$ cat src/rtl/uart_baud_gen.sv
// Baud-rate generator for the async UART: SPBRG register, /4 prescaler, 16x sample
// strobe, 1x shift strobe, and the RXD pin synchroniser.
module uart_baud_gen #(
  parameter int SYNC_STAGES = 2
) (
  input  logic       clk,
  input  logic       rst,
  input  logic       sync,
  input  logic       brgh,
  input  logic       spbrg_reg_wr_en,
  input  logic [7:0] spbrg_reg_in,
  output logic [7:0] spbrg_reg_out,
  output logic       uart_rx_async_div16_en,
  output logic       uart_tx_shift_en,
  input  logic       uart_rxd_pin,
  output logic       uart_rxd_sync
);

  logic [7:0]             spbrg_r;
  logic [1:0]             pre_cnt_r;
  logic [7:0]             brg_cnt_r;
  logic [3:0]             div_cnt_r;
  logic                   div16_r;
  logic                   tx_shift_r;
  logic                   brgh_r;
  logic                   brgh_seen_r;
  logic [SYNC_STAGES-1:0] rxd_sync_r;

  logic step_s;
  logic fire_s;
  logic brgh_tgl_s;

  // Prescaler step, terminal-count fire and BRGH edge detection
  always_comb begin
    step_s     = 1'b0;
    fire_s     = 1'b0;
    brgh_tgl_s = 1'b0;
    if (brgh) begin
      step_s = 1'b1;
    end else begin
      step_s = (pre_cnt_r == 2'd3);
    end
    fire_s = step_s && (brg_cnt_r == 8'd0);
    // brgh_r holds no meaningful history until the first edge after reset
    brgh_tgl_s = brgh_seen_r && (brgh != brgh_r);
  end

  // Baud counters and registered strobes; a write beats sync, sync beats a BRGH toggle
  always_ff @(posedge clk or posedge rst) begin
    if (rst) begin
      spbrg_r     <= 8'h00;
      pre_cnt_r   <= 2'd0;
      brg_cnt_r   <= 8'd0;
      div_cnt_r   <= 4'd0;
      div16_r     <= 1'b0;
      tx_shift_r  <= 1'b0;
      brgh_r      <= 1'b0;
      brgh_seen_r <= 1'b0;
    end else begin
      brgh_r      <= brgh;
      brgh_seen_r <= 1'b1;
      if (spbrg_reg_wr_en) begin
        spbrg_r    <= spbrg_reg_in;
        pre_cnt_r  <= 2'd0;
        brg_cnt_r  <= spbrg_reg_in;
        div_cnt_r  <= 4'd0;
        div16_r    <= 1'b0;
        tx_shift_r <= 1'b0;
      end else if (sync) begin
        pre_cnt_r  <= 2'd0;
        brg_cnt_r  <= spbrg_r;
        div_cnt_r  <= 4'd0;
        div16_r    <= 1'b0;
        tx_shift_r <= 1'b0;
      end else if (brgh_tgl_s) begin
        pre_cnt_r  <= 2'd0;
        brg_cnt_r  <= spbrg_r;
        div16_r    <= 1'b0;
        tx_shift_r <= 1'b0;
      end else begin
        pre_cnt_r  <= pre_cnt_r + 2'd1;
        if (fire_s) begin
          brg_cnt_r <= spbrg_r;
          div_cnt_r <= div_cnt_r + 4'd1;
        end else if (step_s) begin
          brg_cnt_r <= brg_cnt_r - 8'd1;
        end else begin
          brg_cnt_r <= brg_cnt_r;
        end
        div16_r    <= fire_s;
        tx_shift_r <= fire_s && (div_cnt_r == 4'd15);
      end
    end
  end

  // RXD synchroniser; idles high so a reset never looks like a start bit
  always_ff @(posedge clk or posedge rst) begin
    if (rst) begin
      rxd_sync_r <= {SYNC_STAGES{1'b1}};
    end else begin
      rxd_sync_r <= {rxd_sync_r[SYNC_STAGES-2:0], uart_rxd_pin};
    end
  end

  assign spbrg_reg_out          = spbrg_r;
  assign uart_rx_async_div16_en = div16_r;
  assign uart_tx_shift_en       = tx_shift_r;
  assign uart_rxd_sync          = rxd_sync_r[SYNC_STAGES-1];

endmodule

$ cat config.mk
export PLATFORM = sky130hd
export DESIGN_NAME = uart_baud_gen
export DESIGN_NICKNAME = d
export VERILOG_FILES = /design/src/rtl/uart_baud_gen.sv
export SDC_FILE = /design/constraint.sdc
export NUM_CORES = 1
export LEC_CHECK = 0
export ABC_CLOCK_PERIOD_IN_PS = 1850
export CORE_MARGIN = 4
export CORE_UTILIZATION = 48
export CTS_BUF_LIST = sky130_fd_sc_hd__clkbuf_8
export DETAILED_ROUTE_END_ITERATION = 7
export PLACE_DENSITY = 0.77
export SLEW_MARGIN = 20
export SYNTH_ARGS = -nofsm -noshare
export SYNTH_HDL_FRONTEND = slang
export SYNTH_SLANG_ARGS = --single-unit
$ cat constraint.sdc
create_clock -name clk -period 1.85 [get_ports clk]
set_input_delay 0.37 -clock clk [delete_from_list [all_inputs] [get_ports clk]]
set_output_delay 0.37 -clock clk [all_outputs]
set_load 0.01 [all_outputs]
**Word level (Yosys, flattened, before mapping)**

Index checks and enable logic that the tools add are counted.
W data, S select, Z words.

- Bits in registers: 28
- Bits of input ports: 14
- Output and inout port bits: 11
- Logic and storage cells: 42

- Add/subtract/negate cells: 3
- Eq/ne operators: 4
- Mux-type cells: 19
- Reductions and logical operators: 7

Operators with widths:

| kind | count |
|---|---|
| $mux W8 | 5 |
| $mux W4 | 4 |
| $logic_not A8 Y1 | 1 |
| $sub A8 B1 Y8 const B | 1 |
| $mux W1 | 7 |
| $mux W2 | 3 |
| $reduce_bool A5 Y1 | 1 |
| $add A4 B1 Y4 const B | 1 |
| $eq A4 B4 Y1 const B | 1 |
| $logic_and A1 B1 Y1 | 3 |
| $ne A3 B3 Y1 const B | 1 |
| $reduce_bool A3 Y1 | 1 |
| $add A2 B1 Y2 const B | 1 |
| $eq A2 B2 Y1 const B | 1 |
| $reduce_and A2 Y1 | 1 |
| $ne A1 B1 Y1 | 1 |

**Logic depth before layout (Yosys ltp)**

Gate-level depths: netlist of the first run.

- Word-level depth: 7
- Gate-level depth with buffers: 8
- Depth with buffers taken out: 7

**Worst setup path after synthesis of the first run**

No wires, ideal clock.

- Kind: reg2reg
- Start point: register pre_cnt_r[0]
- End point: register brg_cnt_r[0]
- Library setup time: 0.126 ns
- Arrival time: 1.755 ns
- Data required time: 1.724 ns
- Slack: -0.031 ns
- Stages on the path, launching flop included: 7
- Path buffers: 0
- Clock period less this slack: 1.881 ns
- Cell sequence: dfrtp_1 ha_1 o21ai_1 nor3_2 nor3_4 o21ai_1 a221o_1

- Cells in the longest elaborated chain, start to end: 7
- Elaborated cells on any way between the ends: 8
- Those cells by class: 1 x eq/ne; 5 x mux; 2 x reduce/logical

Ends and longest elaborated chain:

| what | RTL line | source |
|---|---|---|
| from (decl) | 20 | `logic [1:0] pre_cnt_r;` |
| from (signal assigned) | 81 | `pre_cnt_r <= pre_cnt_r + 2'd1;` |
| $eq A2 B2 Y1 (*) | 41 | `step_s = (pre_cnt_r == 2'd3);` |
| $mux W1 (*) | 38 | `if (brgh) begin` |
| $logic_and A1 B1 Y1 | 43 | `fire_s = step_s && (brg_cnt_r == 8'd0);` |
| $mux W8 | 82 | `if (fire_s) begin` |
| $mux W8 | 75 | `end else if (brgh_tgl_s) begin` |
| $mux W8 | 69 | `end else if (sync) begin` |
| $mux W8 | 62 | `if (spbrg_reg_wr_en) begin` |
| to (signal assigned) | 71 | `brg_cnt_r <= spbrg_r;` |
| to (signal assigned) | 77 | `brg_cnt_r <= spbrg_r;` |
| to (signal assigned) | 83 | `brg_cnt_r <= spbrg_r;` |
| to (decl) | 21 | `logic [7:0] brg_cnt_r;` |

Every way passes the cells marked *; elsewhere a longest branch is shown, timed or not.
A chain may end at the register's enable or synchronous reset.

**Worst setup path after layout of the first run**

- Start point: register brg_cnt_r[0]
- End point: register brg_cnt_r[7]

- Cells in the longest elaborated chain, start to end: 6
- Elaborated cells on any way between the ends: 9
- Those cells by class: 1 x add/sub; 5 x mux; 3 x reduce/logical

Ends and longest elaborated chain:

| what | RTL line | source |
|---|---|---|
| from (signal assigned) | 65 | `brg_cnt_r <= spbrg_reg_in;` |
| from (signal assigned) | 71 |  |
| from (signal assigned) | 77 |  |
| $sub A8 B1 Y8 or $logic_not A8 Y1 (tied branches) | 86, 43 |  |
| $mux W8 or $logic_and A1 B1 Y1 (tied branches) | 85, 43 |  |
| $mux W8 | 82 |  |
| $mux W8 | 75 |  |
| $mux W8 | 69 |  |
| $mux W8 | 62 |  |

Parallel ways exist; a longest one is shown, timed or not. The select of a mux whose other input is x is not followed.

==> flow_summary.yaml, run 1 <==
outcome:
  status: "finished, violations left"
  violations: "setup timing"
timing:
  setup_tns_ns: -0.116
  fmax_mhz: 514
  layout_min_cycle_time_ns: 1.95
  finalHoldViolCount: 0
  rsz0062_at_grt: "true"
  clock_skew_ns: 0.00285
  setup_viol: 2
  setup_ws_ns: -0.0960
  fin_crit_sh_pct: 105
  drv_slew: 0
power_and_ir_drop:
  p_sw_share_pct: 28.0
  power.density_nw_per_um2: 740
  ir_drop_v: 0.000448
  switchingPower_uw: 424
  p_int_uw: 1090
  pwr-share-comb_pct: 28.8
  p_leak_uw: 0.000933
  power_frac_clock_pct: 25.2
  p_seq_share_pct: 46.1
layout:
  drive_gt1_share_pct: 29.7
  stdcell_count: 223
  nets: 211
  num_antenna_cells: 0
  area_delta_synth_final_pct: 45.8
worst_setup_path:
  timing.critical_path.fanout_max: 3
  crit_arrival_ns: 2.11
  worstSetupPathType: "flop to flop"
  required_ns: 2.02
  crit_path_cell_trace: "or4_4 -> or4_4 -> mux2i_2 -> o22ai_1 -> o22a_1"
  crit_buf_inv: 0
  cp-start-kind: "flop"
  crit_slowest_cell: "or4_4"
  cp-end-kind: "flop"
  cpPeakStageDelay_ns: 0.54
  critPathMostFrequentCell: "or4_4"
  crit_family: "simple AND/OR/NAND/NOR gates"
synth:
  ys_ff_latch: 28
  synth_fp_nets: 153
  ys_warn_count: 0
  ys_types: 46
  syn_area_per_cell_um2: 10.4
  synthCells: 135
  synth-seq-area-share_pct: 50.2
  syn-cell-area_um2: 1400
drt:
  detail_route.first_pass.iterations: 4
  detail_route.wl_per_cell_um: 15.6
  drc: 0
  postRouteAntennaNets: 0
  dr_total_vias: 1225
  viasPerCell: 5.49
  drt-initial-drc-count: 32
  wl_um: 3470
cts:
  cts_buffers: 3
  holdBufCountCts: 0
  h-tree-depth: 1
  cts_tree: "built"
  clock_path_buffers: 2
  cts_sinks: 28
  cts-root-buf: "clkbuf_8"
  clk_latency_ns: 0.27
  cts.clk_slew.worst_paths_ns: 0.09
floorplan:
  io_pins: 25
  coreArea_um2: 2780
  die_h_um: 62.0
  start_util_pct: 50.3
  die-area_um2: 3840
  row_count: 19
  die_w_um: 62.0
place:
  gp_congestion: 0.893
  dp_hpwl_um: 2460
  place_inst: 212
  port_buffers: 24
min_path:
  hold_path_class: "flop to flop"
global_route:
  grt_pass1_vias: 1200
  antenna_found_initial: 0
  grt.overflow.total: 0
  grt_pass1_wl_um: 5420
  grt_util_all_layers_pct: 19.2
  grt_max_degree: 29
run:
  cap_violations: 0
cell usage after synthesis, drive strengths merged:
library cell	instances	area (um^2)
dfrtp	26	651
nand2	17	63.8
nor2	12	45.0
inv	6	22.5
nor3	6	46.3
a21oi	5	25.0
ha	4	50.1
mux2i	4	40.0
clkbuf	3	11.3
nor2b	3	18.8
o21ai	3	15.0
or2	3	18.8
xnor2	3	26.3
xor2	3	26.3
a211o	2	17.5
a21boi	2	15.0
and2	2	12.5
buf	2	10.0
dfstp	2	52.6
nor4	2	18.8
o221ai	2	17.5
o22ai	2	12.5
or3	2	17.5
or4	2	15.0
a2111oi	1	27.5
a21o	1	7.51
a221o	1	10.0
a22oi	1	7.51
a31oi	1	6.26
and4	1	8.76
conb	1	3.75
mux2	1	11.3
nand2b	1	6.26
nand3	1	5.00
nand3b	1	7.51
nand4	1	6.26
nor3b	1	7.51
o2111a	1	11.3
o22a	1	8.76
o31ai	1	7.51
o41ai	1	8.76
power groups by stage:
| stage | sequential [uW] | clock [uW] | combinational [uW] |
|---|---|---|---|
| 2_1_floorplan | 715 | 0 | 167 |
| 3_3_place_gp | 704 | 0 | 348 |
| 3_5_place_dp | 707 | 0 | 362 |
| 4_1_cts | 694 | 386 | 392 |
| 5_1_grt | 702 | 412 | 469 |
| 6_report | 696 | 380 | 434 |
cell families after synthesis:
| group | Yosys count | share of synthesized area (%) |
|---|---|---|
| mux | 5 | 3.66 |
| flops | 28 | 50.2 |
| xor+xnor | 6 | 3.75 |
| simple gates | 55 | 21.3 |
| compound gates | 25 | 14.1 |
| buf+inv | 11 | 3.13 |
| fa+ha+maj | 4 | 3.57 |
| other cells | 1 | 0.268 |
metrics by stage:
step	worst slack (ns)	total power (uW)	cell area, um^2	util, %	hold WS, ns
finish	-0.0960	1510	2040	73.4	0.364
global route	-0.137	1580	2040	73.4	0.370
CTS	-0.0693	1470	1960	70.4	0.367
detailed placement	-0.310	1070	1860	67.0	0.354
global placement	-0.252	1050	1860	67.0	0.350
floorplan	-0.00789	882	1400	-	0.345
cells in the final DEF, fill, tap and decap left out, drive strengths merged, types with 3 or more instances in the layout:
master / count
nor2b: 3
clkbuf: 4
buf: 34
clkdlybuf4s50: 23
o21ai: 3
xor2: 3
xnor2: 3
nor3: 6
or2: 3
inv: 6
dfrtp: 26
nor2: 12
mux2i: 4
a21oi: 5
nand2: 17
ha: 4
cell type report:
class                      instances  area [um^2]
clock buffer                       4         55.1
multi-input combinational         96          719
tap                               31         38.8
fill                             198          741
inverter                           6         22.5
sequential                        28          703
timing repair buffer              58          502
final timing paths:
kind	to	slack, ns	cells past startpoint	from
setup / recovery	brg_cnt_r[7]	-0.1	5	brg_cnt_r[0]
hold / removal	rxd_sync_r[1]	0.36	0	rxd_sync_r[0]
setup reg to reg	brg_cnt_r[7]	-0.1	5	brg_cnt_r[0]
hold reg to reg	rxd_sync_r[1]	0.36	0	rxd_sync_r[0]
max in group asynchronous	rxd_sync_r[1]	1.09	3	rst
min in group asynchronous	spbrg_reg_out[3]	0.45	3	rst
routing by layer:
metal	up-vias	global-route usage (%)	routed length [um]
met3	6	3.10	140
li1	587	-	-
met1	604	24.2	1470
met4	0	6.97	48
met2	28	33.1	1810
met5	-	0	0
timing repair:
item                                    in CTS  in global routing
buffers inserted                             3                  4
pin swaps                                    2                  5
endpoints found under the setup margin       4                  9
gates resized for setup                      5                 11
hold endpoints to repair                     0                  0
sequential cells by signal (all words and copies together) (netlist names):
name,count
uart_tx_shift_en,1
div_cnt_r,4
brgh_seen_r,1
rxd_sync_r,2
brgh_r,1
spbrg_reg_out,8
uart_rx_async_div16_en,1
brg_cnt_r,8
pre_cnt_r,2
Power figures use the tool's default switching activity.
==> inputs of run 2 (changes only) <==
--- a/config.mk
+++ b/config.mk
@@ -9,9 +9,10 @@
 export CORE_MARGIN = 4
 export CORE_UTILIZATION = 48
 export CTS_BUF_LIST = sky130_fd_sc_hd__clkbuf_8
+export CTS_CLUSTER_DIAMETER = 150
 export DETAILED_ROUTE_END_ITERATION = 7
+export MAX_ROUTING_LAYER = met4
 export PLACE_DENSITY = 0.77
-export SLEW_MARGIN = 20
 export SYNTH_ARGS = -nofsm -noshare
 export SYNTH_HDL_FRONTEND = slang
 export SYNTH_SLANG_ARGS = --single-unit
==> run 2 against run 1 <==
Compared with the run above:
- routed wire length rose by 0.26%
- critical path depth did not move
- final area fell by 0.12%
- clock power barely moved
- die area did not move
- global-route usage rose by 0.60 points
- worst setup slack got worse by 0.0015 ns
- largest power group unchanged
- clock skew barely moved
- critical endpoint unchanged
- non-clock buffer count did not move
- register-to-register slack barely moved
- sequential share of layout area barely moved
- the run still ends with setup timing left
==> flow_summary.yaml, run 2 (synthesis gave the netlist of run 1 again) <==
power_and_ir_drop:
  power.density_nw_per_um2: 740
  p_leak_uw: 0.000931
  switchingPower_uw: 423
  p_seq_share_pct: 46.2
  ir_drop_v: 0.000447
  power_frac_clock_pct: 25.1
  pwr-share-comb_pct: 28.7
  total_power_uw: 1510
  p_sw_share_pct: 28.0
  p_int_uw: 1080
global_route:
  grt.overflow.total: 0
  antenna_found_initial: 0
  grt_util_all_layers_pct: 19.8
  grt_pass1_vias: 1200
  grt_pass1_wl_um: 5420
  grt_max_degree: 29
floorplan:
  die-area_um2: 3840
  coreArea_um2: 2780
  io_pins: 25
  row_count: 19
  die_w_um: 62.0
  die_h_um: 62.0
  start_util_pct: 50.3
run:
  cap_violations: 0
timing:
  finalHoldViolCount: 0
  fmax_mhz: 513
  setup_ws_ns: -0.0974
  setup_viol: 2
  setup_tns_ns: -0.112
  hold_slack_ns: 0.364
  rsz0062_at_grt: "true"
  layout_min_cycle_time_ns: 1.95
  clock_skew_ns: 0.00301
  drv_slew: 0
  fin_crit_sh_pct: 105
outcome:
  status: "finished, violations left"
  violations: "setup timing"
cts:
  clk_latency_ns: 0.27
  cts_buffers: 3
  cts_sinks: 28
  clock_path_buffers: 2
  h-tree-depth: 1
  cts-root-buf: "clkbuf_8"
  cts_tree: "built"
  cts.clk_slew.worst_paths_ns: 0.09
layout:
  multi_input_area_um2: 717
  nets: 211
  fillers: 199
  regArea_um2: 703
  design_area_um2: 2040
  area_delta_synth_final_pct: 45.6
  layout_common_cells: "buf_4, dfrtp_1, clkdlybuf4s50_1"
  drive_gt1_share_pct: 29.2
  layout_commonest_cell: "buf_4"
  num_antenna_cells: 0
worst_setup_path:
  r2r-start: "brg_cnt_r[0]"
  cp-end-kind: "flop"
  timing.critical_path.fanout_max: 3
  crit_arrival_ns: 2.12
  required_ns: 2.02
  worstSetupPathType: "flop to flop"
  crit_start: "brg_cnt_r[0]"
  cp-start-kind: "flop"
place:
  place_ws_ns: -0.310
  port_buffers: 24
  place_area_um2: 1860
  dp_hpwl_um: 2460
  gp_congestion: 0.908
drt:
  drt-initial-drc-count: 45
  viasPerCell: 5.44
  drc: 0
  detail_route.first_pass.iterations: 4
  postRouteAntennaNets: 0
  wl_um: 3480
  dr_total_vias: 1213
  detail_route.wl_per_cell_um: 15.6
min_path:
  worstHoldStart: "rxd_sync_r[0]"
  hold_path_class: "flop to flop"
-- run 2: per-layer routing --
metal / vias up / GRT usage, % / share of wire (%)
met5: - / - / 0
met4: 0 / 6.97 / 1.4
met3: 6 / 2.89 / 3.1
met2: 21 / 33.3 / 52
met1: 599 / 24.2 / 43
li1: 587 / - / -
-- run 2: path summary, 6_finish.rpt --
check	cells after the start	to	slack [ns]
max	5	brg_cnt_r[7]	-0.1
min	0	rxd_sync_r[1]	0.36
max reg2reg	5	brg_cnt_r[7]	-0.1
min reg2reg	0	rxd_sync_r[1]	0.36
max in group asynchronous	3	rxd_sync_r[1]	1.09
min in group asynchronous	3	brg_cnt_r[2]	0.45
-- run 2: cell type report --
type / instances / share of cell area (%)
repair buffers: 58 / 24.6
clock buffers: 4 / 2.70
well taps: 31 / 1.90
inverters: 6 / 1.10
flip-flops and latches: 28 / 34.5
multi-input cells: 96 / 35.2
-- run 2: worst max-delay path, stage by stage (launching register included) --
cell and delay (ns):
dfrtp_1 0.41, or4_4 0.54, or4_4 0.44, mux2i_2 0.20, o22ai_1 0.10, o22a_1 0.16
-- run 2: metrics by stage --
step	util, %	cells
after CTS	70.4	219
after floorplan	-	135
after global placement	67.0	212
after detailed placement	67.0	212
final	73.3	223
after global routing	73.3	223
-- run 2: power groups by stage --
stage / Combinational [uW] / Clock (uW) / Sequential [uW]
2_1_floorplan: 167 / 0 / 715
3_3_place_gp: 348 / 0 / 704
3_5_place_dp: 362 / 0 / 707
4_1_cts: 392 / 386 / 694
5_1_grt: 466 / 412 / 702
6_report: 432 / 379 / 696
-- run 2: repair_timing --
action                     in CTS  in global routing
setup endpoints to repair       4                  9
pin swaps                       2                  5
gates cloned                    0                  0
hold buffers                    0                  0
resized for setup               5                 10
setup buffers                   3                  4
